--- src/rtl/radix2_bf_pipe_if.sv ---
// Streaming port bundle for the radix-2 butterfly: input beat (A, B, W) and output beat (X, Y, clamp flag).
// The slave modport is the butterfly's view; the master modport is the producer/consumer view.
interface radix2_bf_pipe_if #(
    parameter int BW = 16,
    parameter int TW = 16
);
    logic                 in_valid;
    logic                 in_ready;
    logic signed [BW-1:0] in_a_re;
    logic signed [BW-1:0] in_a_im;
    logic signed [BW-1:0] in_b_re;
    logic signed [BW-1:0] in_b_im;
    logic signed [TW-1:0] in_tw_re;
    logic signed [TW-1:0] in_tw_im;

    logic                 out_valid;
    logic                 out_ready;
    logic signed [BW:0]   out_x_re;
    logic signed [BW:0]   out_x_im;
    logic signed [BW:0]   out_y_re;
    logic signed [BW:0]   out_y_im;
    logic                 out_bw_sat;

    modport slave (
        input  in_valid, in_a_re, in_a_im, in_b_re, in_b_im, in_tw_re, in_tw_im, out_ready,
        output in_ready, out_valid, out_x_re, out_x_im, out_y_re, out_y_im, out_bw_sat
    );

    modport master (
        output in_valid, in_a_re, in_a_im, in_b_re, in_b_im, in_tw_re, in_tw_im, out_ready,
        input  in_ready, out_valid, out_x_re, out_x_im, out_y_re, out_y_im, out_bw_sat
    );
endinterface

--- src/rtl/radix2_bf_pipe.sv ---
// Three-stage radix-2 DIT butterfly X = A + B*W, Y = A - B*W with one guard bit on the outputs.
// B*W is rounded half-up and clamped to BW bits; clamped beats are counted in a saturating counter.
module radix2_bf_pipe #(
    parameter int BW    = 16,
    parameter int TW    = 16,
    parameter int CNT_W = 16
) (
    input  logic             clk,
    input  logic             rst,
    radix2_bf_pipe_if.slave  bus,
    input  logic             sat_clr,
    output logic [CNT_W-1:0] sat_cnt
);

    localparam int PW = BW + TW;
    localparam logic signed [PW:0]    RND_C     = {{(BW + 2){1'b0}}, 1'b1, {(TW - 2){1'b0}}};
    localparam logic signed [PW:0]    MAX_C     = {{(TW + 2){1'b0}}, {(BW - 1){1'b1}}};
    localparam logic signed [PW:0]    MIN_C     = {{(TW + 2){1'b1}}, {(BW - 1){1'b0}}};
    localparam logic [CNT_W-1:0]      CNT_MAX_C = {CNT_W{1'b1}};
    localparam logic [CNT_W-1:0]      CNT_ONE_C = {{(CNT_W - 1){1'b0}}, 1'b1};

    // Returns {clamped_flag, value} for a rounded product component.
    function automatic logic [BW:0] clamp_f(input logic signed [PW:0] v);
        logic [BW:0] r;
        if (v > MAX_C) begin
            r = {1'b1, MAX_C[BW-1:0]};
        end else if (v < MIN_C) begin
            r = {1'b1, MIN_C[BW-1:0]};
        end else begin
            r = {1'b0, v[BW-1:0]};
        end
        return r;
    endfunction

    logic ce_s;

    logic          v1_q, v1_d;
    logic [BW-1:0] a1_re_q, a1_re_d, a1_im_q, a1_im_d;
    logic [PW-1:0] prr_q, prr_d, pii_q, pii_d, pri_q, pri_d, pir_q, pir_d;
    logic [PW-1:0] b_re_ext_s, b_im_ext_s, w_re_ext_s, w_im_ext_s;

    logic              v2_q, v2_d, sat2_q, sat2_d;
    logic [BW-1:0]     a2_re_q, a2_re_d, a2_im_q, a2_im_d;
    logic [BW-1:0]     bw_re_q, bw_re_d, bw_im_q, bw_im_d;
    logic signed [PW:0] p_re_s, p_im_s, sh_re_s, sh_im_s;
    logic [BW:0]       cl_re_s, cl_im_s;

    logic          v3_q, v3_d, sat3_q, sat3_d;
    logic [BW:0]   x_re_q, x_re_d, x_im_q, x_im_d, y_re_q, y_re_d, y_im_q, y_im_d;
    logic [CNT_W-1:0] cnt_q, cnt_d;

    // The whole pipeline advances together whenever the output register is free or being drained.
    assign ce_s         = ~v3_q | bus.out_ready;
    assign bus.in_ready = ce_s;

    assign bus.out_valid  = v3_q;
    assign bus.out_x_re   = x_re_q;
    assign bus.out_x_im   = x_im_q;
    assign bus.out_y_re   = y_re_q;
    assign bus.out_y_im   = y_im_q;
    assign bus.out_bw_sat = sat3_q;
    assign sat_cnt        = cnt_q;

    // Stage 1: full-width partial products on sign-extended operands.
    always_comb begin
        b_re_ext_s = {{TW{bus.in_b_re[BW-1]}}, bus.in_b_re};
        b_im_ext_s = {{TW{bus.in_b_im[BW-1]}}, bus.in_b_im};
        w_re_ext_s = {{BW{bus.in_tw_re[TW-1]}}, bus.in_tw_re};
        w_im_ext_s = {{BW{bus.in_tw_im[TW-1]}}, bus.in_tw_im};
        if (ce_s) begin
            v1_d    = bus.in_valid;
            a1_re_d = bus.in_a_re;
            a1_im_d = bus.in_a_im;
            prr_d   = b_re_ext_s * w_re_ext_s;
            pii_d   = b_im_ext_s * w_im_ext_s;
            pri_d   = b_re_ext_s * w_im_ext_s;
            pir_d   = b_im_ext_s * w_re_ext_s;
        end else begin
            v1_d    = v1_q;
            a1_re_d = a1_re_q;
            a1_im_d = a1_im_q;
            prr_d   = prr_q;
            pii_d   = pii_q;
            pri_d   = pri_q;
            pir_d   = pir_q;
        end
    end

    // Stage 2: complex product, round half-up back to Q0, clamp to BW bits.
    always_comb begin
        p_re_s  = {prr_q[PW-1], prr_q} - {pii_q[PW-1], pii_q};
        p_im_s  = {pri_q[PW-1], pri_q} + {pir_q[PW-1], pir_q};
        sh_re_s = (p_re_s + RND_C) >>> (TW - 1);
        sh_im_s = (p_im_s + RND_C) >>> (TW - 1);
        cl_re_s = clamp_f(sh_re_s);
        cl_im_s = clamp_f(sh_im_s);
        if (ce_s) begin
            v2_d    = v1_q;
            a2_re_d = a1_re_q;
            a2_im_d = a1_im_q;
            bw_re_d = cl_re_s[BW-1:0];
            bw_im_d = cl_im_s[BW-1:0];
            sat2_d  = cl_re_s[BW] | cl_im_s[BW];
        end else begin
            v2_d    = v2_q;
            a2_re_d = a2_re_q;
            a2_im_d = a2_im_q;
            bw_re_d = bw_re_q;
            bw_im_d = bw_im_q;
            sat2_d  = sat2_q;
        end
    end

    // Stage 3: exact guard-bit sum/difference, plus the clamp-event counter.
    always_comb begin
        if (ce_s) begin
            v3_d   = v2_q;
            sat3_d = sat2_q;
            x_re_d = {a2_re_q[BW-1], a2_re_q} + {bw_re_q[BW-1], bw_re_q};
            x_im_d = {a2_im_q[BW-1], a2_im_q} + {bw_im_q[BW-1], bw_im_q};
            y_re_d = {a2_re_q[BW-1], a2_re_q} - {bw_re_q[BW-1], bw_re_q};
            y_im_d = {a2_im_q[BW-1], a2_im_q} - {bw_im_q[BW-1], bw_im_q};
        end else begin
            v3_d   = v3_q;
            sat3_d = sat3_q;
            x_re_d = x_re_q;
            x_im_d = x_im_q;
            y_re_d = y_re_q;
            y_im_d = y_im_q;
        end
        if (sat_clr) begin
            cnt_d = {CNT_W{1'b0}};
        end else if (v3_q && bus.out_ready && sat3_q && (cnt_q != CNT_MAX_C)) begin
            cnt_d = cnt_q + CNT_ONE_C;
        end else begin
            cnt_d = cnt_q;
        end
    end

    // Pipeline and counter state; reset discards every in-flight beat.
    always_ff @(posedge clk or posedge rst) begin
        if (rst) begin
            v1_q    <= 1'b0;
            a1_re_q <= {BW{1'b0}};
            a1_im_q <= {BW{1'b0}};
            prr_q   <= {PW{1'b0}};
            pii_q   <= {PW{1'b0}};
            pri_q   <= {PW{1'b0}};
            pir_q   <= {PW{1'b0}};
            v2_q    <= 1'b0;
            a2_re_q <= {BW{1'b0}};
            a2_im_q <= {BW{1'b0}};
            bw_re_q <= {BW{1'b0}};
            bw_im_q <= {BW{1'b0}};
            sat2_q  <= 1'b0;
            v3_q    <= 1'b0;
            sat3_q  <= 1'b0;
            x_re_q  <= {(BW + 1){1'b0}};
            x_im_q  <= {(BW + 1){1'b0}};
            y_re_q  <= {(BW + 1){1'b0}};
            y_im_q  <= {(BW + 1){1'b0}};
            cnt_q   <= {CNT_W{1'b0}};
        end else begin
            v1_q    <= v1_d;
            a1_re_q <= a1_re_d;
            a1_im_q <= a1_im_d;
            prr_q   <= prr_d;
            pii_q   <= pii_d;
            pri_q   <= pri_d;
            pir_q   <= pir_d;
            v2_q    <= v2_d;
            a2_re_q <= a2_re_d;
            a2_im_q <= a2_im_d;
            bw_re_q <= bw_re_d;
            bw_im_q <= bw_im_d;
            sat2_q  <= sat2_d;
            v3_q    <= v3_d;
            sat3_q  <= sat3_d;
            x_re_q  <= x_re_d;
            x_im_q  <= x_im_d;
            y_re_q  <= y_re_d;
            y_im_q  <= y_im_d;
            cnt_q   <= cnt_d;
        end
    end

endmodule
--- src/flat_wrapper.sv ---
// flat-port wrapper written by rule: the top's interface ports become plain ports
module radix2_bf_pipe_flat 
#(
    parameter int BW    = 16,
    parameter int TW    = 16,
    parameter int CNT_W = 16
)
  (clk, rst, sat_clr, sat_cnt, bus_in_valid, bus_in_a_re, bus_in_a_im, bus_in_b_re, bus_in_b_im, bus_in_tw_re, bus_in_tw_im, bus_out_ready, bus_in_ready, bus_out_valid, bus_out_x_re, bus_out_x_im, bus_out_y_re, bus_out_y_im, bus_out_bw_sat);
  radix2_bf_pipe_if #(.BW(BW), .TW(TW)) bus_i ();
  input  logic clk;
  input  logic rst;
  input  logic sat_clr;
  output logic [CNT_W-1:0] sat_cnt;
  input wire logic [$bits(bus_i.in_valid)-1:0] bus_in_valid;
  input wire logic [$bits(bus_i.in_a_re)-1:0] bus_in_a_re;
  input wire logic [$bits(bus_i.in_a_im)-1:0] bus_in_a_im;
  input wire logic [$bits(bus_i.in_b_re)-1:0] bus_in_b_re;
  input wire logic [$bits(bus_i.in_b_im)-1:0] bus_in_b_im;
  input wire logic [$bits(bus_i.in_tw_re)-1:0] bus_in_tw_re;
  input wire logic [$bits(bus_i.in_tw_im)-1:0] bus_in_tw_im;
  input wire logic [$bits(bus_i.out_ready)-1:0] bus_out_ready;
  output wire logic [$bits(bus_i.in_ready)-1:0] bus_in_ready;
  output wire logic [$bits(bus_i.out_valid)-1:0] bus_out_valid;
  output wire logic [$bits(bus_i.out_x_re)-1:0] bus_out_x_re;
  output wire logic [$bits(bus_i.out_x_im)-1:0] bus_out_x_im;
  output wire logic [$bits(bus_i.out_y_re)-1:0] bus_out_y_re;
  output wire logic [$bits(bus_i.out_y_im)-1:0] bus_out_y_im;
  output wire logic [$bits(bus_i.out_bw_sat)-1:0] bus_out_bw_sat;
  assign bus_i.in_valid = bus_in_valid;
  assign bus_i.in_a_re = bus_in_a_re;
  assign bus_i.in_a_im = bus_in_a_im;
  assign bus_i.in_b_re = bus_in_b_re;
  assign bus_i.in_b_im = bus_in_b_im;
  assign bus_i.in_tw_re = bus_in_tw_re;
  assign bus_i.in_tw_im = bus_in_tw_im;
  assign bus_i.out_ready = bus_out_ready;
  assign bus_in_ready = bus_i.in_ready;
  assign bus_out_valid = bus_i.out_valid;
  assign bus_out_x_re = bus_i.out_x_re;
  assign bus_out_x_im = bus_i.out_x_im;
  assign bus_out_y_re = bus_i.out_y_re;
  assign bus_out_y_im = bus_i.out_y_im;
  assign bus_out_bw_sat = bus_i.out_bw_sat;
  radix2_bf_pipe #(.BW(BW), .TW(TW), .CNT_W(CNT_W)) u_core (.clk(clk), .rst(rst), .bus(bus_i), .sat_clr(sat_clr), .sat_cnt(sat_cnt));
endmodule
--- config.mk ---
export PLATFORM = sky130hd
export DESIGN_NAME = radix2_bf_pipe_flat
export DESIGN_NICKNAME = d
export VERILOG_FILES = /design/src/rtl/radix2_bf_pipe_if.sv /design/src/rtl/radix2_bf_pipe.sv /design/src/flat_wrapper.sv
export SDC_FILE = /design/constraint.sdc
export NUM_CORES = 2
export LEC_CHECK = 0
export BUFFER_PORTS_ARGS = -buffer_cell sky130_fd_sc_hd__buf_2
export CORE_ASPECT_RATIO = 1.25
export CORE_MARGIN = 2
export CORE_UTILIZATION = 55
export CTS_BUF_LIST = sky130_fd_sc_hd__clkbuf_8
export CTS_CLUSTER_SIZE = 14
export DETAILED_ROUTE_END_ITERATION = 16
export GPL_ROUTABILITY_DRIVEN = 1
export PLACE_DENSITY = 0.72
export SLEW_MARGIN = 20
export SYNTH_ARGS = -nofsm -noshare
export SYNTH_HDL_FRONTEND = slang
export SYNTH_SLANG_ARGS = --single-unit
export TNS_END_PERCENT = 1
--- constraint.sdc ---
create_clock -name clk -period 13.8 [get_ports clk]
set_input_delay 2.07 -clock clk [delete_from_list [all_inputs] [get_ports clk]]
set_output_delay 2.07 -clock clk [all_outputs]
set_load 0.01 [all_outputs]
# ---- Yosys cells after proc, flatten, opt, wreduce, memory -nomap -nowiden
# Cells that the tools add are included.
dict set report op_classes {
  reduce_logical 4
  bitwise_logic 3
  addsub 9
  order_cmp 4
  eq_ne 1
  n_mux 6
  n_mul 4
}
# cell count
set ops {}
lappend ops {{multiplier 16 x 16 -> 32 bit} 4}
lappend ops {{2-to-1 mux 17 bit} 4}
lappend ops {{adder 33 x 16 -> 33 bit (second input constant)} 2}
lappend ops {{> comparator 18 x 16 -> 1 bit (second input constant)} 2}
lappend ops {{< comparator 18 x 16 -> 1 bit (second input constant)} 2}
lappend ops {{adder 16 x 16 -> 17 bit} 2}
lappend ops {{subtractor 16 x 16 -> 17 bit} 2}
lappend ops {{adder 32 x 32 -> 33 bit} 1}
lappend ops {{subtractor 32 x 32 -> 33 bit} 1}
lappend ops {{2-to-1 mux 16 bit} 2}
lappend ops {{adder 16 x 1 -> 16 bit (second input constant)} 1}
lappend ops {{inequality test 16 bit (second input constant)} 1}
lappend ops {{logical AND 1 bit} 3}
lappend ops {{OR 1 bit} 2}
lappend ops {{nonzero test 2 bit} 1}
lappend ops {{NOT 1 bit} 1}
dict set report word_totals {
  out_inout_bits 87
  inputBits 101
  ff_bits 313
  wordCells 51
}

# ---- Logic depth before layout (Yosys ltp)
dict set report logic_depth {
  word_depth 6
  mapped_depth 25
  depth_no_buf 24
}

# ---- Worst setup path before layout
# OpenSTA, ideal clock, no wires.
dict set report synth_timing {
  path_kind {in2reg}
  start {in bus_in_b_im[15]}
  end {reg u_core.pii_q[31]}
  stages 22
  required_time_ps 13663
  setup_slack_ps 5931
  n_path_buf 1
  setup_time_ps 137
  arrival_time_ps 7732
  cell_sequence {clkbuf_1 nand2_1 inv_1 fa_1 fa_1 fa_1 fa_1 fa_1 inv_1 fa_1 inv_1 ha_1 o21ai_0 a21oi_1 nand2_1 or4_1 a31oi_1 a41oi_1 a21oi_1 a21oi_1 xnor2_1 a21oi_1}
}
dict set report synth_between {
  elab_chain_len 1
}
# element line_no
set synth_rtl {}
lappend synth_rtl {{start, declared} flat_wrapper.sv:18} ;# input wire logic [$bits(bus_i.in_b_im)-1:0] bus_in_b_im;
lappend synth_rtl {{multiplier 16 x 16 -> 32 bit} radix2_bf_pipe.sv:75} ;# pii_d = b_im_ext_s * w_im_ext_s;
lappend synth_rtl {{end signal, assigned} radix2_bf_pipe.sv:147} ;# pii_q <= {PW{1'b0}};
lappend synth_rtl {{end signal, assigned} radix2_bf_pipe.sv:168} ;# pii_q <= pii_d;
lappend synth_rtl {{end, declared} radix2_bf_pipe.sv:39} ;# logic [PW-1:0] prr_q, prr_d, pii_q, pii_d, pri_q, pri_d, pir_q, pir_d;
# No other way between the ends.
# A chain may end at the register's enable or synchronous reset.

# ---- Final worst setup path
dict set report layout_timing {
  start {in bus_in_b_im[11]}
  end {reg u_core.pii_q[31]}
}
# The elaborated chain is that of the path after synthesis.

==> impl_table.tex <==
\begin{tabular}{lr}
\hline
Metric & Value \\
\hline
\multicolumn{2}{l}{\textbf{Run status}} \\
Outcome & completed \\
\multicolumn{2}{l}{\textbf{Floorplanning}} \\
Die Footprint & around 110,000 sq um \\
Number of placement rows & about 130 \\
DIE WIDTH & approximately 290 um \\
Overall die height & approximately 360 um \\
Effective utilization at floorplan & 55.4\% \\
I/O pins & between 150 and 200 \\
Std-Cell Core Area & about 100,000 sq um \\
\multicolumn{2}{l}{\textbf{Yosys}} \\
Primary FF master, synth & dfrtp\_1 \\
Area leader, netlist & fa\_1 \\
Syn\_area\_per\_cell & between 9 and 10 sq um \\
Post-synth ARST share & 100\% \\
Share of the synthesized area in the top cell type & 37.2\% \\
Number of different library cells in the post-synthesis netlist & 85 \\
Post-Synthesis Cells & around 6,300 \\
Leading cell types by total area after synthesis & fa\_1 37\%, dfrtp\_1 14\%, ha\_1 11\%, inv\_1 8.8\%, nand2\_1 6.0\% \\
FF+latch count, synth & a little over 300 \\
Sequential cell area fraction in the yosys report & between 10\% and 20\% \\
Ys Warns & 0 \\
Cell Area, Synth & 56,600 sq um \\
Net Count, Synth & a little under 8,000 \\
Number of enable-type register cells in the synthesized netlist & 0 \\
\multicolumn{2}{l}{\textbf{Worst setup path}} \\
Required time of the critical path & between 10 and 15 ns \\
Highest fanout seen on the critical path & 32 \\
Critical path data arrival time & just under 9 ns \\
Critical path class & primary input to register \\
Startpoint Class & primary input \\
Kind of end point of the critical path & register \\
\multicolumn{2}{l}{\textbf{Global route}} \\
Wire length of the first global-routing pass & around 230 mm \\
Remaining global-route overflow & 0 \\
Pin count of the biggest net entering global routing & between 150 and 200 \\
Vias in the first global route & roughly 45,000 \\
Number of antenna violations at the first check in global routing & 16 \\
Total global routing track utilization & 27.8\% \\
\multicolumn{2}{l}{\textbf{STA}} \\
Summed negative setup slack over all endpoints & 0 ns \\
Setup-failing EPs final & 0 \\
Count of pins over their slew limit & 0 \\
Worst slew slack as a fraction of its limit & between 30\% and 40\% \\
Max Fclk & approximately 0.12 GHz \\
Hold violation count in the final report & 0 \\
Final setup skew & 0.0824 ns \\
Pin slew with the least headroom to its limit & about 1 ns \\
Setup repair after global routing missed its margin & false \\
Clock period minus final worst setup slack & roughly 8.2 ns \\
Final cycle utilization of the critical path & 59.7\% \\
\multicolumn{2}{l}{\textbf{Clock network}} \\
CTS Root Buffer Type & clkbuf\_8 \\
Clk pin slew, worst setup/hold paths & $\sim$0.070 ns \\
Post-CTS resize count & 0 \\
Worst skew pair latency & 0.73 ns \\
Hold-fix buffer count after cts & 0 \\
H-tree Lvls & 2 \\
Clock tree from TritonCTS & done \\
CTS Buf Count & between 50 and 60 \\
Number of clock sinks & between 300 and 400 \\
\# Post-CTS Setup Buffers & 0 \\
Maximum number of buffers from clock root to sink & 3 \\
\multicolumn{2}{l}{\textbf{Run}} \\
Reported max-cap violation count & 0 \\
\multicolumn{2}{l}{\textbf{Finish}} \\
Layout-stage area growth over the synthesis result & 5.38\% \\
Filler cell count in the final layout & $\sim$9,100 \\
Net count reported at finish & around 7,900 \\
Layout cells sized above 1 & 5.67\% \\
\multicolumn{2}{l}{\textbf{Placement}} \\
Detailed-placement wirelength estimate & around 110 mm \\
\# port buffers & between 150 and 200 \\
Global placer's final weighted congestion & 0.889 \\
\multicolumn{2}{l}{\textbf{Drt}} \\
Post-route antenna net violation count & 0 \\
Via count & between 40,000 and 50,000 \\
Mean routed wirelength per cell & 18.3 um \\
DRC marker count from the first detailed-route iteration & roughly 2,600 \\
Post-DR vias/cell & $\sim$5.5 \\
Post-route DRC & 0 \\
Overall routed net length & roughly 140 mm \\
DRT Pass-1 Iters & 5 \\
\multicolumn{2}{l}{\textbf{Min path}} \\
Hold crit path type & register to register \\
\hline
\end{tabular}
-- cell usage after synthesis (all sizes together), types with 5 or more instances --
| master | instances |
|---|---|
| a2111oi | 10 |
| nand3b | 7 |
| ha | 515 |
| a221oi | 8 |
| dfrtp | 311 |
| o21a | 17 |
| a21o | 57 |
| nor3 | 51 |
| nand4 | 12 |
| a21oi | 199 |
| a31oi | 29 |
| xor2 | 65 |
| nor2b | 17 |
| fa | 1052 |
| a22oi | 29 |
| and3 | 30 |
| a211o | 6 |
| or2 | 6 |
| nand2b | 35 |
| nand2 | 902 |
| buf | 13 |
| nor2 | 210 |
| a211oi | 25 |
| o211ai | 21 |
| nand3 | 48 |
| xnor2 | 144 |
| mux2i | 5 |
| o31ai | 24 |
| a311oi | 5 |
| nor4 | 9 |
| or3 | 17 |
| clkbuf | 260 |
| inv | 1327 |
| nor3b | 7 |
| a31o | 7 |
| and2 | 498 |
| o21ai | 187 |
| o21bai | 42 |
| o41ai | 7 |
-- logic make-up after synthesis --
family	after synthesis	share of synthesized area, %
compound gates	709	8.06
xor+xnor	209	3.23
fa+ha+maj	1567	48.6
buf+inv	1602	10.7
flops	311	13.8
mux	8	0.148
simple gates	1860	15.5
-- per-layer routing --
metal / up-vias / share of wire, % / track usage, %
li1: 19054 / - / -
met1: 21258 / 40 / 35.1
met2: 1309 / 48 / 47.4
met3: 320 / 6.1 / 3.65
met4: 26 / 5.9 / 13.9
met5: - / 0.13 / 0
-- registers in the layout (all words and copies together) (netlist names) --
name                   cells
u_core.bus.out_y_re       17
u_core.a2_im_q            16
u_core.bw_im_q            16
u_core.v1_q                1
u_core.pir_q              32
u_core.prr_q              32
u_core.pri_q              32
u_core.bus.out_bw_sat      1
u_core.bus.out_y_im       17
u_core.v2_q                1
u_core.a1_im_q            16
u_core.sat_cnt            16
u_core.bus.out_valid       1
u_core.a2_re_q            16
u_core.bus.out_x_im       16
u_core.bw_re_q            16
u_core.sat2_q              1
u_core.pii_q              32
u_core.a1_re_q            16
u_core.bus.out_x_re       16
-- cells in the final DEF, fill, tap and decap left out, drive strengths merged, types with 12 or more instances in the layout --
master / Yosys / layout
a211oi: 25 / 25
a21o: 57 / 57
a21oi: 199 / 199
a22oi: 29 / 29
a31oi: 29 / 29
and2: 498 / 498
and3: 30 / 30
buf: 13 / 219
clkbuf: 260 / 72
dfrtp: 311 / 311
fa: 1052 / 1052
ha: 515 / 515
inv: 1327 / 1340
nand2: 902 / 902
nand2b: 35 / 35
nand3: 48 / 48
nand4: 12 / 12
nor2: 210 / 210
nor2b: 17 / 17
nor3: 51 / 51
o211ai: 21 / 21
o21a: 17 / 17
o21ai: 187 / 187
o21bai: 42 / 42
o31ai: 24 / 24
or3: 17 / 17
xnor2: 144 / 144
xor2: 65 / 65
-- final cells by class --
| class | count | area (sq um) | share of cell area [%] |
|---|---|---|---|
| Antenna cell | 3 | 7.51 | 0.0126 |
| Clock buffer | 72 | 991 | 1.66 |
| Clock inverter | 29 | 235 | 0.394 |
| Inverter | 1328 | 5000 | 8.38 |
| Multi-Input combinational cell | 4353 | 42800 | 71.7 |
| Sequential cell | 311 | 7780 | 13.0 |
| Tap cell | 1330 | 1660 | 2.79 |
| Timing Repair Buffer | 219 | 1190 | 2.00 |
-- critical path, stage by stage --
cell and delay (ns):
buf_2 0.64, nand2_1 0.18, fa_1 0.55, fa_1 0.52
fa_1 0.51, inv_1 0.05, fa_1 0.48, fa_1 0.49
inv_1 0.05, fa_1 0.47, inv_1 0.04, ha_1 0.33
a21o_1 0.18, a221o_1 0.37, o41ai_2 0.44, o32a_1 0.28
a31oi_1 0.17, a41oi_1 0.36, a21oi_1 0.11, a21oi_1 0.19
xnor2_1 0.14, a21oi_1 0.08
-- through the flow --
| stage | hold WS [ns] | cells | area [sq um] | worst slack [ns] | util, % |
|---|---|---|---|---|---|
| after floorplan | 0.430 | 6266 | 56600 | 3.13 | - |
| after global placement | 0.450 | 7541 | 58400 | 5.06 | 57.2 |
| after detailed placement | 0.456 | 7541 | 58400 | 4.97 | 57.2 |
| after CTS | 0.464 | 7642 | 59600 | 5.72 | 58.4 |
| after global routing | 0.484 | 7645 | 59600 | 5.18 | 58.4 |
| final | 0.462 | 7645 | 59600 | 5.56 | 58.4 |
-- worst paths after layout --
path	endpoint	from	slack, ns	depth (start not counted)
min	u_core.bus.out_valid	u_core.v2_q	0.46	1
min reg2reg	u_core.bus.out_valid	u_core.v2_q	0.46	1
max	u_core.pii_q[31]	bus_in_b_im[11]	5.56	22
max reg2reg	u_core.bw_im_q[11]	u_core.pri_q[13]	9.57	11
max in group asynchronous	u_core.pri_q[11]	rst	10.00	4
min in group asynchronous	u_core.a1_re_q[3]	rst	1.52	2
Power is left out: the tool's default activity adds up to more than one toggle a clock period on the data nets, which glitch-free logic cannot reach.
